### src/rtl/sccb_arbiter_pkg.sv
// sccb_pkg: shared types and constants for the SCCB write arbiter.
//   state_t        - arbiter FSM states
//   COM7_ADDR      - OV7670 COM7 register address
//   COM7_RESET_BIT - COM7 bit that triggers a sensor soft reset
package sccb_pkg;

  typedef enum logic [1:0] {
    IDLE      = 2'd0,
    WAIT_BUSY = 2'd1,
    WAIT_DONE = 2'd2,
    SETTLE    = 2'd3
  } state_t;

  localparam logic [7:0]  COM7_ADDR      = 8'h12;
  localparam int unsigned COM7_RESET_BIT = 7;

endpackage

### src/rtl/sccb_arbiter_if.sv
// sccb_arbiter_if: requester and SCCB-master signals around sccb_arbiter.
//   modport master : the arbiter (drives grants, dones, busy/owner, start/operands)
//   slave          : the surrounding requesters and SCCB master
// Signals:
//   i_Req0/1, i_Addr0/1, i_Data0/1  requester write requests and operands
//   o_Gnt0/1, o_Done0/1             one-cycle grant / completion pulses
//   o_Busy, o_Owner                 transaction in progress, current/last owner
//   i_SCCB_fReady                   master idle level
//   o_SCCB_fStart, o_SCCB_Address, o_SCCB_Value  start pulse and latched operands
interface sccb_arbiter_if;

  logic       i_Req0;
  logic       i_Req1;
  logic [7:0] i_Addr0;
  logic [7:0] i_Addr1;
  logic [7:0] i_Data0;
  logic [7:0] i_Data1;
  logic       o_Gnt0;
  logic       o_Gnt1;
  logic       o_Done0;
  logic       o_Done1;
  logic       o_Busy;
  logic       o_Owner;
  logic       i_SCCB_fReady;
  logic       o_SCCB_fStart;
  logic [7:0] o_SCCB_Address;
  logic [7:0] o_SCCB_Value;

  modport master (
    input  i_Req0, i_Req1, i_Addr0, i_Addr1, i_Data0, i_Data1, i_SCCB_fReady,
    output o_Gnt0, o_Gnt1, o_Done0, o_Done1, o_Busy, o_Owner,
           o_SCCB_fStart, o_SCCB_Address, o_SCCB_Value
  );

  modport slave (
    output i_Req0, i_Req1, i_Addr0, i_Addr1, i_Data0, i_Data1, i_SCCB_fReady,
    input  o_Gnt0, o_Gnt1, o_Done0, o_Done1, o_Busy, o_Owner,
           o_SCCB_fStart, o_SCCB_Address, o_SCCB_Value
  );

endinterface

### src/rtl/sccb_settle_timer.sv
// sccb_settle_timer: loadable CNT_W-bit down-counter for post-write settle time.
//   i_Clk, i_Rst (async, active-low) - clock / reset (reset clears the count)
//   i_Load, i_Load_Val               - load the counter (has priority over i_Dec)
//   i_Dec                            - decrement by one
//   o_Zero                           - count is zero
module sccb_settle_timer #(
  parameter int unsigned CNT_W = 15
) (
  input  logic             i_Clk,
  input  logic             i_Rst,
  input  logic             i_Load,
  input  logic [CNT_W-1:0] i_Load_Val,
  input  logic             i_Dec,
  output logic             o_Zero
);

  logic [CNT_W-1:0] cnt;

  always_ff @(posedge i_Clk or negedge i_Rst) begin
    if (!i_Rst) begin
      cnt <= '0;
    end else if (i_Load) begin
      cnt <= i_Load_Val;
    end else if (i_Dec) begin
      cnt <= cnt - CNT_W'(1);
    end
  end

  assign o_Zero = (cnt == '0);

endmodule

### src/rtl/sccb_arbiter.sv
// sccb_arbiter: shares one SCCB master between two register-write requesters
// (0 = power-up init sequencer, 1 = runtime writer). Grants one request,
// latches its address/value, pulses the master start, tracks fReady for
// completion, then waits a settle time (longer after a COM7 soft reset)
// before pulsing done to the owner.
// Ports:
//   i_Clk  - clock
//   i_Rst  - asynchronous active-low reset
//   bus    - sccb_arbiter_if.master (requests, grants, dones, SCCB master link)
// Parameters: SETTLE_CYC, RESET_SETTLE_CYC, CNT_W (must hold the larger settle).
// Build option: define SCCB_ARB_RR_EN for round-robin tie-breaking; otherwise
// requester 0 has fixed priority.
module sccb_arbiter
  import sccb_pkg::*;
#(
  parameter int unsigned SETTLE_CYC       = 16,
  parameter int unsigned RESET_SETTLE_CYC = 25000,
  parameter int unsigned CNT_W            = 15
) (
  input logic            i_Clk,
  input logic            i_Rst,
  sccb_arbiter_if.master bus
);

  state_t           state;
  logic             any_req;
  logic             winner;
  logic             is_reset_wr;
  logic [CNT_W-1:0] settle_len;
  logic             tmr_load;
  logic             tmr_dec;
  logic             tmr_zero;

  assign any_req = bus.i_Req0 | bus.i_Req1;

  always_comb begin
`ifdef SCCB_ARB_RR_EN
    if (bus.i_Req0 && bus.i_Req1) winner = ~bus.o_Owner;
    else                          winner = bus.i_Req1;
`else
    winner = ~bus.i_Req0;
`endif
  end

  assign is_reset_wr = (bus.o_SCCB_Address == COM7_ADDR) &&
                       bus.o_SCCB_Value[COM7_RESET_BIT];
  assign settle_len  = is_reset_wr ? CNT_W'(RESET_SETTLE_CYC) : CNT_W'(SETTLE_CYC);

  // The timer is loaded with len-1 and done fires on the edge that sees zero,
  // so done lands exactly len edges after the one that saw fReady return.
  // A zero length never enters SETTLE: done fires on the WAIT_DONE exit edge.
  assign tmr_load = (state == WAIT_DONE) && bus.i_SCCB_fReady && (settle_len != '0);
  assign tmr_dec  = (state == SETTLE) && !tmr_zero;

  sccb_settle_timer #(.CNT_W(CNT_W)) u_settle (
    .i_Clk      (i_Clk),
    .i_Rst      (i_Rst),
    .i_Load     (tmr_load),
    .i_Load_Val (settle_len - CNT_W'(1)),
    .i_Dec      (tmr_dec),
    .o_Zero     (tmr_zero)
  );

  always_ff @(posedge i_Clk or negedge i_Rst) begin
    if (!i_Rst) begin
      state              <= IDLE;
      bus.o_Gnt0         <= 1'b0;
      bus.o_Gnt1         <= 1'b0;
      bus.o_Done0        <= 1'b0;
      bus.o_Done1        <= 1'b0;
      bus.o_Busy         <= 1'b0;
      bus.o_Owner        <= 1'b0;
      bus.o_SCCB_fStart  <= 1'b0;
      bus.o_SCCB_Address <= '0;
      bus.o_SCCB_Value   <= '0;
    end else begin
      bus.o_Gnt0        <= 1'b0;
      bus.o_Gnt1        <= 1'b0;
      bus.o_Done0       <= 1'b0;
      bus.o_Done1       <= 1'b0;
      bus.o_SCCB_fStart <= 1'b0;
      case (state)
        IDLE: begin
          if (any_req && bus.i_SCCB_fReady) begin
            bus.o_Gnt0         <= ~winner;
            bus.o_Gnt1         <= winner;
            bus.o_SCCB_fStart  <= 1'b1;
            bus.o_SCCB_Address <= winner ? bus.i_Addr1 : bus.i_Addr0;
            bus.o_SCCB_Value   <= winner ? bus.i_Data1 : bus.i_Data0;
            bus.o_Busy         <= 1'b1;
            bus.o_Owner        <= winner;
            state              <= WAIT_BUSY;
          end
        end
        WAIT_BUSY: begin
          if (!bus.i_SCCB_fReady) state <= WAIT_DONE;
        end
        WAIT_DONE: begin
          if (bus.i_SCCB_fReady) begin
            if (settle_len == '0) begin
              bus.o_Done0 <= ~bus.o_Owner;
              bus.o_Done1 <= bus.o_Owner;
              bus.o_Busy  <= 1'b0;
              state       <= IDLE;
            end else begin
              state <= SETTLE;
            end
          end
        end
        SETTLE: begin
          if (tmr_zero) begin
            bus.o_Done0 <= ~bus.o_Owner;
            bus.o_Done1 <= bus.o_Owner;
            bus.o_Busy  <= 1'b0;
            state       <= IDLE;
          end
        end
        default: state <= IDLE;
      endcase
    end
  end

endmodule

### src/flat_wrapper.sv
// flat-port wrapper written by rule: the top's interface ports become plain ports
module sccb_arbiter_flat import sccb_pkg::*;
#(
  parameter int unsigned SETTLE_CYC       = 16,
  parameter int unsigned RESET_SETTLE_CYC = 25000,
  parameter int unsigned CNT_W            = 15
)
  (i_Clk, i_Rst, bus_i_Req0, bus_i_Req1, bus_i_Addr0, bus_i_Addr1, bus_i_Data0, bus_i_Data1, bus_i_SCCB_fReady, bus_o_Gnt0, bus_o_Gnt1, bus_o_Done0, bus_o_Done1, bus_o_Busy, bus_o_Owner, bus_o_SCCB_fStart, bus_o_SCCB_Address, bus_o_SCCB_Value);
  sccb_arbiter_if bus_i ();
  input logic i_Clk;
  input logic i_Rst;
  input wire logic [$bits(bus_i.i_Req0)-1:0] bus_i_Req0;
  input wire logic [$bits(bus_i.i_Req1)-1:0] bus_i_Req1;
  input wire logic [$bits(bus_i.i_Addr0)-1:0] bus_i_Addr0;
  input wire logic [$bits(bus_i.i_Addr1)-1:0] bus_i_Addr1;
  input wire logic [$bits(bus_i.i_Data0)-1:0] bus_i_Data0;
  input wire logic [$bits(bus_i.i_Data1)-1:0] bus_i_Data1;
  input wire logic [$bits(bus_i.i_SCCB_fReady)-1:0] bus_i_SCCB_fReady;
  output wire logic [$bits(bus_i.o_Gnt0)-1:0] bus_o_Gnt0;
  output wire logic [$bits(bus_i.o_Gnt1)-1:0] bus_o_Gnt1;
  output wire logic [$bits(bus_i.o_Done0)-1:0] bus_o_Done0;
  output wire logic [$bits(bus_i.o_Done1)-1:0] bus_o_Done1;
  output wire logic [$bits(bus_i.o_Busy)-1:0] bus_o_Busy;
  output wire logic [$bits(bus_i.o_Owner)-1:0] bus_o_Owner;
  output wire logic [$bits(bus_i.o_SCCB_fStart)-1:0] bus_o_SCCB_fStart;
  output wire logic [$bits(bus_i.o_SCCB_Address)-1:0] bus_o_SCCB_Address;
  output wire logic [$bits(bus_i.o_SCCB_Value)-1:0] bus_o_SCCB_Value;
  assign bus_i.i_Req0 = bus_i_Req0;
  assign bus_i.i_Req1 = bus_i_Req1;
  assign bus_i.i_Addr0 = bus_i_Addr0;
  assign bus_i.i_Addr1 = bus_i_Addr1;
  assign bus_i.i_Data0 = bus_i_Data0;
  assign bus_i.i_Data1 = bus_i_Data1;
  assign bus_i.i_SCCB_fReady = bus_i_SCCB_fReady;
  assign bus_o_Gnt0 = bus_i.o_Gnt0;
  assign bus_o_Gnt1 = bus_i.o_Gnt1;
  assign bus_o_Done0 = bus_i.o_Done0;
  assign bus_o_Done1 = bus_i.o_Done1;
  assign bus_o_Busy = bus_i.o_Busy;
  assign bus_o_Owner = bus_i.o_Owner;
  assign bus_o_SCCB_fStart = bus_i.o_SCCB_fStart;
  assign bus_o_SCCB_Address = bus_i.o_SCCB_Address;
  assign bus_o_SCCB_Value = bus_i.o_SCCB_Value;
  sccb_arbiter #(.SETTLE_CYC(SETTLE_CYC), .RESET_SETTLE_CYC(RESET_SETTLE_CYC), .CNT_W(CNT_W)) u_core (.i_Clk(i_Clk), .i_Rst(i_Rst), .bus(bus_i));
endmodule
### config.mk
export PLATFORM = sky130hd
export DESIGN_NAME = sccb_arbiter_flat
export DESIGN_NICKNAME = d
export VERILOG_FILES = /design/src/rtl/sccb_arbiter_pkg.sv /design/src/rtl/sccb_arbiter_if.sv /design/src/rtl/sccb_settle_timer.sv /design/src/rtl/sccb_arbiter.sv /design/src/flat_wrapper.sv
export SDC_FILE = /design/constraint.sdc
export NUM_CORES = 1
export LEC_CHECK = 0
export ABC_AREA = 1
export CAP_MARGIN = 25
export CELL_PAD_IN_SITES_DETAIL_PLACEMENT = 1
export CELL_PAD_IN_SITES_GLOBAL_PLACEMENT = 2
export CORE_UTILIZATION = 25
export CTS_BUF_LIST = sky130_fd_sc_hd__clkbuf_16
export DETAILED_ROUTE_END_ITERATION = 7
export GPL_TIMING_DRIVEN = 0
export PLACE_DENSITY_LB_ADDON = 0.3
export SYNTH_ARGS = -nofsm -noshare
export SYNTH_HDL_FRONTEND = slang
export SYNTH_SLANG_ARGS = --single-unit
### constraint.sdc
create_clock -name i_Clk -period 2.1 [get_ports i_Clk]
set_clock_uncertainty 0.05 [all_clocks]
set_input_delay 0.42 -clock i_Clk [delete_from_list [all_inputs] [get_ports i_Clk]]
set_output_delay 0.42 -clock i_Clk [all_outputs]
set_load 0.005 [all_outputs]
# Word-level counts from Yosys, hierarchy flattened
# Index checks and enable logic that the tools add are counted.
[classes]
add_sub_neg = 2
n_reduce_logical = 15
n_bitwise = 3
n_mux = 30
n_eq_ne = 9
[ops]
columns = ["op", "n"]
rows = [
  ["$mux W15", 3],
  ["$logic_not A15 Y1", 2],
  ["$sub A15 B1 Y15 const B", 2],
  ["$mux W1", 16],
  ["$mux W8", 2],
  ["$reduce_bool A15 Y1", 1],
  ["$mux W2", 5],
  ["$eq A8 B5 Y1 const B", 1],
  ["$pmux W2 S4", 1],
  ["$ne A2 B2 Y1 const B", 3],
  ["$logic_and A1 B1 Y1", 5],
  ["$reduce_and A5 Y1", 1],
  ["$eq A2 B2 Y1 const B", 2],
  ["$ne A2 B1 Y1 const B", 2],
  ["$pmux W1 S2", 2],
  ["$reduce_and A4 Y1", 1],
  ["$pmux W1 S3", 1],
  ["$reduce_bool A3 Y1", 1],
  ["$eq A2 B1 Y1 const B", 1],
  ["$logic_not A2 Y1", 1],
  ["$not A1 Y1", 2],
  ["$reduce_and A2 Y1", 1],
  ["$reduce_bool A2 Y1", 1],
  ["$logic_not A1 Y1", 1],
  ["$or A1 B1 Y1", 1],
]
[word_totals]
wordCells = 70
ff_bits = 40

# Logic depth before layout (Yosys ltp)
[depth]
word_depth = 7
ltp_mapped = 15
ltp_nobuf = 13

# Hierarchy
# Synthesis repeated with hierarchy kept, for this count alone.
[hier_totals]
cells_unflattened = 328
area_unflattened_um2 = 2416.1
[by_module_without_submodules]
columns = ["module", "cells_per_inst", "area_each_um2", "instances"]
rows = [
  ["sccb_arbiter", 184, 1383.8, 1],
  ["sccb_settle_timer", 144, 1032.2, 1],
]

# Least setup slack after synthesis
# OpenSTA, ideal clock, no wires.
[synth_timing]
path_type = "reg-to-reg"
startpoint = "register u_core.state[0]"
endpoint = "register u_core.u_settle.cnt[8]"
slack_ns = -0.035
stages_incl_launch_ff = 16
t_arrival_ns = 1.968
path_cell_list = "dfrtp_1 -> inv_1 -> ha_1 -> nand2_2 -> buf_6 -> buf_12 -> nand2_1 -> ha_1 -> a21boi_4 -> nand3_4 -> nor2_4 -> nand3_1 -> nand2_1 -> nand2_1 -> nand2_1 -> nand2_1"
[synth_via]
elab_chain_cells = 4
[synth_lines]
columns = ["element", "line", "text"]
rows = [
  ["from (decl)", "sccb_arbiter.sv:25", "state_t state;"],
  ["from (signal assigned)", "sccb_arbiter.sv:66", "state <= IDLE;"],
  ["from (signal assigned)", "sccb_arbiter.sv:92", "state <= WAIT_BUSY;"],
  ["from (signal assigned)", "sccb_arbiter.sv:96", "if (!bus.i_SCCB_fReady) state <= WAIT_DONE;"],
  ["$eq A2 B2 Y1", "sccb_arbiter.sv:52", "assign tmr_load = (state == WAIT_DONE) && bus.i_SCCB_fReady && (settle_len != '0);"],
  ["$logic_and A1 B1 Y1 (2 in a row)", "sccb_arbiter.sv:52", ""],
  ["$mux W15 / $reduce_bool A2 Y1 (equally long branches)", "--", ""],
  ["to (signal assigned)", "sccb_settle_timer.sv:23", "cnt <= i_Load_Val;"],
  ["to (signal assigned)", "sccb_settle_timer.sv:25", "cnt <= cnt - CNT_W'(1);"],
  ["to (decl)", "sccb_settle_timer.sv:17", "logic [CNT_W-1:0] cnt;"],
]
# Several ways; a longest one is shown, not always the timed one.
# A chain may end at the register's enable or synchronous reset.

# Worst setup path after layout
# Same ends and word-level chain as after synthesis.

==> run metrics <==
status finished clean; Worst Reg-to-Reg Cells 15; clock slew at reported path FFs 0.06 ns; Leakage 1.582 nW; FMAX 477.8 MHz; worst-path fanout max 6; Peak VDD IR 0.0005600 V; RSZ-0062 raised after global routing true; DRT Pass-1 Iters 4; latest clock arrival within the worst-skew pair 0.28 ns; Mapped Area 2361 sq um; Post-DRT Antenna Nets 0; initial core utilization 25.67%; register area share after synthesis 42.40%; syn_nets 343; number of synthesized flops with an enable pin 0; H-Tree Depth 2; top cells by area, synth dfrtp_1 42%, nand2_1 13%, nor2_1 6.7%, a31oi_1 4.2%, inv_1 4.0%; IO Port Bufs 59; die area 9837 sq um; largest area contributor in the netlist dfrtp_1; # setup viols final 0; detailed-route wire length per cell 14.13 um; Clock Tree Root clkbuf_16; CTS buffer count 5; CTS sink cnt 40; first-pass GRT wire length 11.96 mm; Setup crit start kind register; CTS Buffer Depth 2; max_slew headroom 63.13%; crit end category register; P&R area growth vs syn 45.52%; I/O pin cnt 60; All-Layer GR Usage 15.35%; share of cells above drive strength 1 18.47%; DRC 0; Placed Cells 471; Die Wd 99.18 um; post-synth top area share 42.40%; Diodes inserted 0; highest-count cells in the layout ignoring fill and taps 79 x nand2_1, 57 x clkdlybuf4s50_1, 40 x dfrtp_1, 39 x nor2_1, 25 x inv_1; Yosys cell types 34; Worst Path Required 2.22 ns; most common flop cell mapped by yosys dfrtp_1; vias per cell 4.561; RR Startpoint u_core.state[0]; number of filler cells placed in the layout 1117; Final Net Count 421; gr ovfl total 0; data arrival time of the critical path 2.21 ns; Yosys Warn Count 0; initial DRC count 92; initial antenna violation count 0; fin cells 490; max_cap viols 0; Hold Fails Final Rpt 0; commonest non-fill, non-tap cell in the layout nand2_1; Worst R2R Setup Slack 0.007 ns; largest net degree at the start of global routing 22; Post-DP Area 3115 sq um; number of synthesized register bits 40; Reg-to-Reg End u_core.u_settle.cnt[8]; Max Slew Vio Count 0; Syn Inst Count 300; post-layout min period 2.093 ns; Die Span Y 99.18 um; ys async rst share 100.0%; critical path class register to register; fraction of the cycle the final worst path needs 99.65%; fin worst setup slack 0.007283 ns; dpl hpwl 5.357 mm; P per Cell Area 1356 nW/um^2; # rows 35; worst min path class primary input to asynchronous set/reset pin; TritonCTS clock tree built; Post-Route Setup TNS 0 ns; Core Region 9196 sq um; total number of vias 2235; vias in the first global route 2372; final instance area 3436 sq um; Placer Congestion 0.7749; hold_ws 0.07601 ns; DRT Wirelength 6.925 mm; mean post-synth cell area 7.870 sq um; Place WS -0.6299 ns; Worst Tran Pin Value 0.5531 ns
-- state kept, by name, summed over array words and instances (netlist names) --
register	count
u_core.bus.o_Done1	1
u_core.state	2
u_core.bus.o_SCCB_fStart	1
u_core.bus.o_Gnt0	1
u_core.bus.o_Gnt1	1
u_core.bus.o_Done0	1
u_core.bus.o_Owner	1
u_core.u_settle.cnt	15
u_core.bus.o_SCCB_Address	8
u_core.bus.o_Busy	1
u_core.bus.o_SCCB_Value	8
-- stage by stage --
stage / util, % / power [mW]
finish: 37.36 / 4.660
global route: 37.36 / 5.084
CTS: 36.91 / 4.665
detailed placement: 33.88 / 3.612
global placement: 33.63 / 3.559
floorplan: - / 2.713
-- metal layers --
metal | part of all wire [%] | GRT usage [%] | vias to the layer above
met5 | 0 | 0 | -
met4 | 0.66 | 3.054 | 0
met3 | 5.5 | 4.146 | 6
met2 | 49 | 27.17 | 45
met1 | 45 | 18.82 | 1069
li1 | - | - | 1115
-- Yosys cell counts (2+ instances only) --
cell type / instances
nand3_1: 18
nand3_2: 4
o21ai_0: 5
buf_2: 5
nor3_1: 4
inv_1: 25
o21ai_1: 3
buf_6: 3
xor2_1: 2
inv_2: 4
a31oi_1: 16
clkbuf_1: 2
ha_1: 6
a21oi_1: 5
nand3_4: 2
dfrtp_1: 40
nand2_2: 10
nor3_2: 2
nor2_1: 42
nand2_1: 81
nand4_1: 3
nor2_4: 3
nand2_4: 3
nor2_2: 2
-- layout make-up --
| class | count | area [sq um] | area share [%] |
|---|---|---|---|
| well taps | 111 | 138.9 | 4.042 |
| plain buffers | 11 | 95.09 | 2.768 |
| inverters | 30 | 112.6 | 3.277 |
| flip-flops and latches | 40 | 1001 | 29.13 |
| clock inverters | 3 | 38.79 | 1.129 |
| repair buffers | 71 | 694.4 | 20.21 |
| clock buffers | 5 | 125.1 | 3.642 |
| multi-input cells | 219 | 1230 | 35.80 |
-- report_power, final --
part / total (mW) / internal (mW) / switching (mW)
Sequential: 1.35 / 1.10 / 0.248
Clock: 0.862 / 0.554 / 0.307
Combinational: 2.45 / 1.15 / 1.31
Total: 4.66 / 2.80 / 1.86
-- worst max-delay path by stage --
stage | slack [ns] | from | end | depth (start not counted)
floorplan | 0.01 | u_core.state[0] | u_core.u_settle.cnt[8] | 15
global placement | -0.70 | i_Rst | u_core.state[0] | 1
detailed placement | -0.63 | bus_i_SCCB_fReady | u_core.u_settle.cnt[8] | 14
CTS | -0.04 | u_core.state[0] | u_core.u_settle.cnt[8] | 15
global route | -0.10 | u_core.state[0] | u_core.u_settle.cnt[8] | 15
finish | 0.007 | u_core.state[0] | u_core.u_settle.cnt[8] | 15
-- what timing repair did --
| item | 4_1_cts | 5_1_grt |
|---|---|---|
| buffers inserted | 9 | 2 |
| endpoints found under the setup margin | 6 | 22 |
| hold buffers | 0 | 0 |
| gates resized for setup | 10 | 7 |
| pin swaps | 8 | 4 |
-- cell families after synthesis --
group,after synthesis,share of synthesized area [%]
xor+xnor,3,1.113
simple gates,175,35.40
buf+inv,41,8.426
flops,40,42.40
compound gates,35,9.486
fa+ha+maj,6,3.180
-- critical path, stage by stage, from the launching register on --
cell and delay [ns]:
dfrtp_1 0.38, inv_2 0.09, ha_4 0.15, nand2_4 0.06, buf_12 0.14, buf_12 0.12
nand2_4 0.05, ha_4 0.13, a21boi_4 0.21, nand3_4 0.11, nor2_4 0.19, nand3_2 0.09
nand2_1 0.06, nand2_1 0.05, nand2_1 0.05, nand2_1 0.05
Power figures use the tool's default switching activity.
